## config.mk

```make
export PLATFORM = sky130hd
export DESIGN_NAME = p_divider_flat
export DESIGN_NICKNAME = d
export VERILOG_FILES = /design/src/rtl/p_divider_if.sv /design/src/rtl/p_divider.sv /design/src/flat_wrapper.sv
export SDC_FILE = /design/constraint.sdc
export NUM_CORES = 1
export LEC_CHECK = 0
export ABC_AREA = 1
export CELL_PAD_IN_SITES_DETAIL_PLACEMENT = 0
export CELL_PAD_IN_SITES_GLOBAL_PLACEMENT = 2
export CORE_ASPECT_RATIO = 2
export CORE_MARGIN = 5
export CORE_UTILIZATION = 37
export CTS_CLUSTER_SIZE = 10
export DETAILED_ROUTE_END_ITERATION = 12
export DONT_BUFFER_PORTS = 1
export PLACE_DENSITY = 0.95
export SYNTH_ARGS = -nofsm -noshare
export SYNTH_HDL_FRONTEND = slang
export SYNTH_SLANG_ARGS = --single-unit
```

## constraint.sdc

```tcl
create_clock -name clk -period 3.65 [get_ports clk]
set_clock_uncertainty 0.15 [all_clocks]
set_input_delay 0.365 -clock clk [delete_from_list [all_inputs] [get_ports clk]]
set_output_delay 0.365 -clock clk [all_outputs]
set_load 0.1 [all_outputs]
```

## src/rtl/p_divider_if.sv

```systemverilog
// Handshake and data bundle for the sequential divider.
// The master drives the operands and the request, and the slave returns the result.
interface p_divider_if #(parameter int WIDTH = 8);
  logic               enable;
  logic               start;
  logic [2*WIDTH-1:0] dataa;
  logic [WIDTH-1:0]   datab;
  logic               busy;
  logic               ready;
  logic [2*WIDTH-1:0] quotient;
  logic [WIDTH-1:0]   remainder;
  logic               div_by_zero;

  modport master (
    output enable, start, dataa, datab,
    input  busy, ready, quotient, remainder, div_by_zero
  );

  modport slave (
    input  enable, start, dataa, datab,
    output busy, ready, quotient, remainder, div_by_zero
  );
endinterface

```

## src/rtl/p_divider.sv

```systemverilog
// Unsigned restoring divider: 2*WIDTH-bit dividend / WIDTH-bit divisor.
// It produces one quotient bit per enabled clock. A zero divisor finishes
// immediately and sets div_by_zero.
module p_divider #(
  parameter int WIDTH = 8
) (
  input  logic        clk,
  input  logic        reset,
  p_divider_if.slave  bus
);
  localparam int DW = 2 * WIDTH;
  localparam int CW = $clog2(DW);

  typedef enum logic [1:0] {IDLE, CALC, DONE} state_t;

  state_t           state, state_n;
  logic [WIDTH:0]   prem;      // partial remainder
  logic [DW-1:0]    dvd;       // dividend in, quotient bits shifted in at the bottom
  logic [WIDTH-1:0] dvs;       // latched divisor
  logic [CW-1:0]    cnt;
  logic [DW-1:0]    quotient;
  logic [WIDTH-1:0] remainder;
  logic             div_by_zero;
  logic             busy, ready;

  logic             accept;
  logic [WIDTH:0]   shifted;
  logic [WIDTH+1:0] trial;
  logic             neg;
  logic [WIDTH:0]   prem_n;
  logic [DW-1:0]    dvd_n;

  // A start is only taken outside CALC, and only on an enabled cycle.
  assign accept = bus.enable && bus.start && (state != CALC);

  // One restoring step: shift in the next dividend bit, then trial-subtract.
  // The extra top bit of trial is the borrow, and it marks a negative result.
  always_comb begin
    shifted = {prem[WIDTH-1:0], dvd[DW-1]};
    trial   = {1'b0, shifted} - {2'b00, dvs};
    neg     = trial[WIDTH+1];
    prem_n  = neg ? shifted : trial[WIDTH:0];
    dvd_n   = {dvd[DW-2:0], ~neg};
  end

  // State register.
  always_ff @(posedge clk) begin
    if (reset) state <= IDLE;
    else       state <= state_n;
  end

  // Next-state and status decode.
  always_comb begin
    state_n = state;
    busy    = 1'b0;
    ready   = 1'b0;
    case (state)
      IDLE: begin
        if (accept) state_n = (bus.datab == '0) ? DONE : CALC;
      end
      CALC: begin
        busy = 1'b1;
        if (bus.enable && cnt == '0) state_n = DONE;
      end
      DONE: begin
        ready = 1'b1;
        if (accept)          state_n = (bus.datab == '0) ? DONE : CALC;
        else if (bus.enable) state_n = IDLE;
      end
      default: state_n = IDLE;
    endcase
  end

  // Operand latch, iteration datapath and result registers. Results hold until
  // the next result is written.
  always_ff @(posedge clk) begin
    if (reset) begin
      prem        <= '0;
      dvd         <= '0;
      dvs         <= '0;
      cnt         <= '0;
      quotient    <= '0;
      remainder   <= '0;
      div_by_zero <= 1'b0;
    end else if (bus.enable) begin
      if (accept) begin
        dvs <= bus.datab;
        if (bus.datab == '0) begin
          quotient    <= '1;
          remainder   <= bus.dataa[WIDTH-1:0];
          div_by_zero <= 1'b1;
        end else begin
          prem <= '0;
          dvd  <= bus.dataa;
          cnt  <= CW'(DW - 1);
        end
      end else if (state == CALC) begin
        prem <= prem_n;
        dvd  <= dvd_n;
        cnt  <= cnt - CW'(1);
        if (cnt == '0) begin
          quotient    <= dvd_n;
          remainder   <= prem_n[WIDTH-1:0];
          div_by_zero <= 1'b0;
        end
      end
    end
  end

  assign bus.busy        = busy;
  assign bus.ready       = ready;
  assign bus.quotient    = quotient;
  assign bus.remainder   = remainder;
  assign bus.div_by_zero = div_by_zero;
endmodule

```

## src/flat_wrapper.sv

```systemverilog
// flat-port wrapper written by rule: the top's interface ports become plain ports
module p_divider_flat 
#(
  parameter int WIDTH = 8
)
  (clk, reset, bus_enable, bus_start, bus_dataa, bus_datab, bus_busy, bus_ready, bus_quotient, bus_remainder, bus_div_by_zero);
  p_divider_if #(.WIDTH(WIDTH)) bus_i ();
  input  logic clk;
  input  logic reset;
  input wire logic [$bits(bus_i.enable)-1:0] bus_enable;
  input wire logic [$bits(bus_i.start)-1:0] bus_start;
  input wire logic [$bits(bus_i.dataa)-1:0] bus_dataa;
  input wire logic [$bits(bus_i.datab)-1:0] bus_datab;
  output wire logic [$bits(bus_i.busy)-1:0] bus_busy;
  output wire logic [$bits(bus_i.ready)-1:0] bus_ready;
  output wire logic [$bits(bus_i.quotient)-1:0] bus_quotient;
  output wire logic [$bits(bus_i.remainder)-1:0] bus_remainder;
  output wire logic [$bits(bus_i.div_by_zero)-1:0] bus_div_by_zero;
  assign bus_i.enable = bus_enable;
  assign bus_i.start = bus_start;
  assign bus_i.dataa = bus_dataa;
  assign bus_i.datab = bus_datab;
  assign bus_busy = bus_i.busy;
  assign bus_ready = bus_i.ready;
  assign bus_quotient = bus_i.quotient;
  assign bus_remainder = bus_i.remainder;
  assign bus_div_by_zero = bus_i.div_by_zero;
  p_divider #(.WIDTH(WIDTH)) u_core (.clk(clk), .reset(reset), .bus(bus_i));
endmodule
```

==> flow_summary.json <==
{
  "coreArea_sq_um": 8290,
  "total_leakage_power_nw": 1.60,
  "crit_arrival_ps": 2420,
  "maxCapViolations": 0,
  "place_congestion": 0.859,
  "required_ps": 3680,
  "hold_viol_final": 0,
  "syn_to_final_growth_pct": 11.0,
  "numCtsBuffers": 9,
  "final_common_cell": "nor2_1",
  "drive_above_1_share_pct": 6.62,
  "fin_nets": 488,
  "synthCells": 459,
  "clk_latency_ps": 330,
  "avgSynthCellArea_sq_um": 6.89,
  "htreeDepth": 3,
  "grt_pass1_wl_microns": 13800,
  "status": "completed",
  "clkSinkCount": 63,
  "cts_buffer_depth": 2,
  "cts_resized": 0,
  "portBuffers": 0,
  "cts_tree": "built",
  "io_pins": 55,
  "crit_type": "flop to flop",
  "worstHoldPathType": "input port to flop",
  "chipHeight_microns": 141,
  "fin_crit_sh_pct": 65.7,
  "start_kind": "flop",
  "irDropWorstVdd_mv": 0.514,
  "max_clock_freq_mhz": 417,
  "finalWirelength_microns": 8320,
  "synth_area_sq_um": 3160,
  "antenna_found_initial": 0,
  "final_cell_mix": "84 x nor2_1, 66 x nand2_1, 63 x dfxtp_1",
  "worstMarginPinSlew_ps": 1120,
  "dp_hpwl_microns": 5980,
  "powerDensity_nw_per_um2": 657,
  "finalSetupViolCount": 0,
  "drt_iter0_drc": 135,
  "final_area_sq_um": 3510,
  "layout_min_cycle_time_ps": 2400,
  "antenna_violating_nets_post_route": 0,
  "die_w_microns": 75.4,
  "placed_area_sq_um": 3190,
  "rsz0062_at_grt": "false",
  "ys_ff_latch": 63,
  "path_clk_slew_ps": 50,
  "ys_seq_area_share_pct": 39.9,
  "grt_overflow": 0,
  "dr.pass1.iters": 4,
  "wl_per_cell_microns": 15.1,
  "drc_errors": 0,
  "grt_pass1_vias": 2870,
  "vias_per_cell": 5.11,
  "grt_max_degree": 53,
  "die_area_sq_um": 10600,
  "rows": 47,
  "cp_max_fo": 44,
  "critPathCaptureType": "flop",
  "yosysWarnings": 0,
  "vias": 2817,
  "grt_use_total_pct": 17.1,
  "cts_root_buf": "clkbuf_16",
  "synth_cell_types": 31,
  "final_max_slew_viol_count": 0,
  "diodes": 0,
  "start_util_pct": 38.1,
  "fin_tns_setup_ps": 0,
  "slew_headroom_pct": 25.0,
  "syn_nets": 498
}
## report_power, final
part	switching (W)	internal, W
clock	0.000292	0.000609
sequential	0.000209	0.000754
combinational	0.000294	0.000148
total	0.000795	0.00151
## metrics by stage
| stage | worst slack [ps] | util (%) | instances | hold slack [ps] | total power, W |
|---|---|---|---|---|---|
| finish | 1250 | 42.3 | 551 | 37.5 | 0.00231 |
| global route | 958 | 42.3 | 551 | 36.3 | 0.00244 |
| CTS | 1230 | 42.3 | 551 | 22.8 | 0.00233 |
| detailed placement | 1290 | 38.4 | 535 | 290 | 0.00142 |
| global placement | 1320 | 38.4 | 535 | 289 | 0.00141 |
| floorplan | 1280 | - | 459 | 285 | 0.00133 |
## cell usage after synthesis
library cell	count	share of area, %
nor2_1	86	10
nand2_1	66	7.8
dfxtp_1	63	40
inv_1	54	6.4
o21ai_0	35	5.5
a21oi_1	32	5.1
nand3_1	30	4.7
o21ai_1	13	2.1
clkbuf_1	12	1.4
ha_1	10	4.0
nand4_1	9	1.8
buf_2	7	1.1
nor3_1	6	0.95
a211oi_1	5	1.2
nand2_2	5	0.99
a31oi_1	4	0.79
buf_4	4	0.95
xor2_1	3	0.83
inv_4	2	0.40
xnor2_1	2	0.55
a221oi_1	1	0.28
fa_1	1	0.63
inv_2	1	0.12
nand2_4	1	0.36
nand3_4	1	0.55
nand3b_1	1	0.24
nor2_2	1	0.20
o21ai_2	1	0.28
o21bai_1	1	0.24
o31ai_1	1	0.24
or2_2	1	0.20
## timing repair
| item | 4_1_cts | 5_1_grt |
|---|---|---|
| hold buffers | 1 | 0 |
| buffers inserted | 0 | 0 |
| hold endpoints to repair | 24 | 0 |
## kinds of logic (layout without fill, tap and decap cells)
kind of cell	after synthesis	after routing	share of synthesized area (%)
flops	63	63	39.9
buf+inv	80	74	10.4
fa+ha+maj	11	11	4.59
simple gates	207	207	28.1
compound gates	93	93	15.7
xor+xnor	5	5	1.39
## flip-flops by register name, indices dropped and copies added (netlist names)
signal and cells:
u_core.prem 8, u_core.bus.div_by_zero 1, u_core.dvs 8, u_core.dvd 16, u_core.state 2, u_core.bus.quotient 16, u_core.cnt 4, u_core.bus.remainder 8
## metal layers
layer | GRT usage (%) | wire length [microns] | share of wire (%) | vias up
li1 | - | - | - | 1458
met1 | 17.6 | 3110 | 37 | 1268
met2 | 29.2 | 4380 | 53 | 67
met3 | 4.63 | 404 | 4.9 | 24
met4 | 10.8 | 427 | 5.1 | 0
met5 | 0 | 0 | 0 | -
## layout make-up
class	instances	area (sq um)
Multi-Input combinational cell	316	1580
Sequential cell	63	1260
Clock buffer	11	243
Clock inverter	4	70.1
Fill cell	887	4780
Inverter	57	219
Tap cell	98	123
Timing Repair Buffer	2	17.5
## worst paths after layout
check                                     start        endpoint  slack (ps)  cells after the start
worst max-delay path            u_core.state[0]  u_core.dvd[10]        1250                      9
worst min-delay path                      reset  u_core.prem[7]          40                      3
worst max register to register  u_core.state[0]  u_core.dvd[10]        1250                      9
worst min register to register    u_core.dvs[3]   u_core.dvs[3]         320                      2
## critical path, cell delays in order (launching register included)
cell and delay [ps]:
dfxtp_1 420, nand2_2 130, nand3_4 90, inv_4 110
nand2_2 120, nand2_1 260, inv_2 590, o21ai_0 170
o21ai_0 130, nor2_1 60
No activity file was read; power rests on OpenSTA's default activity.
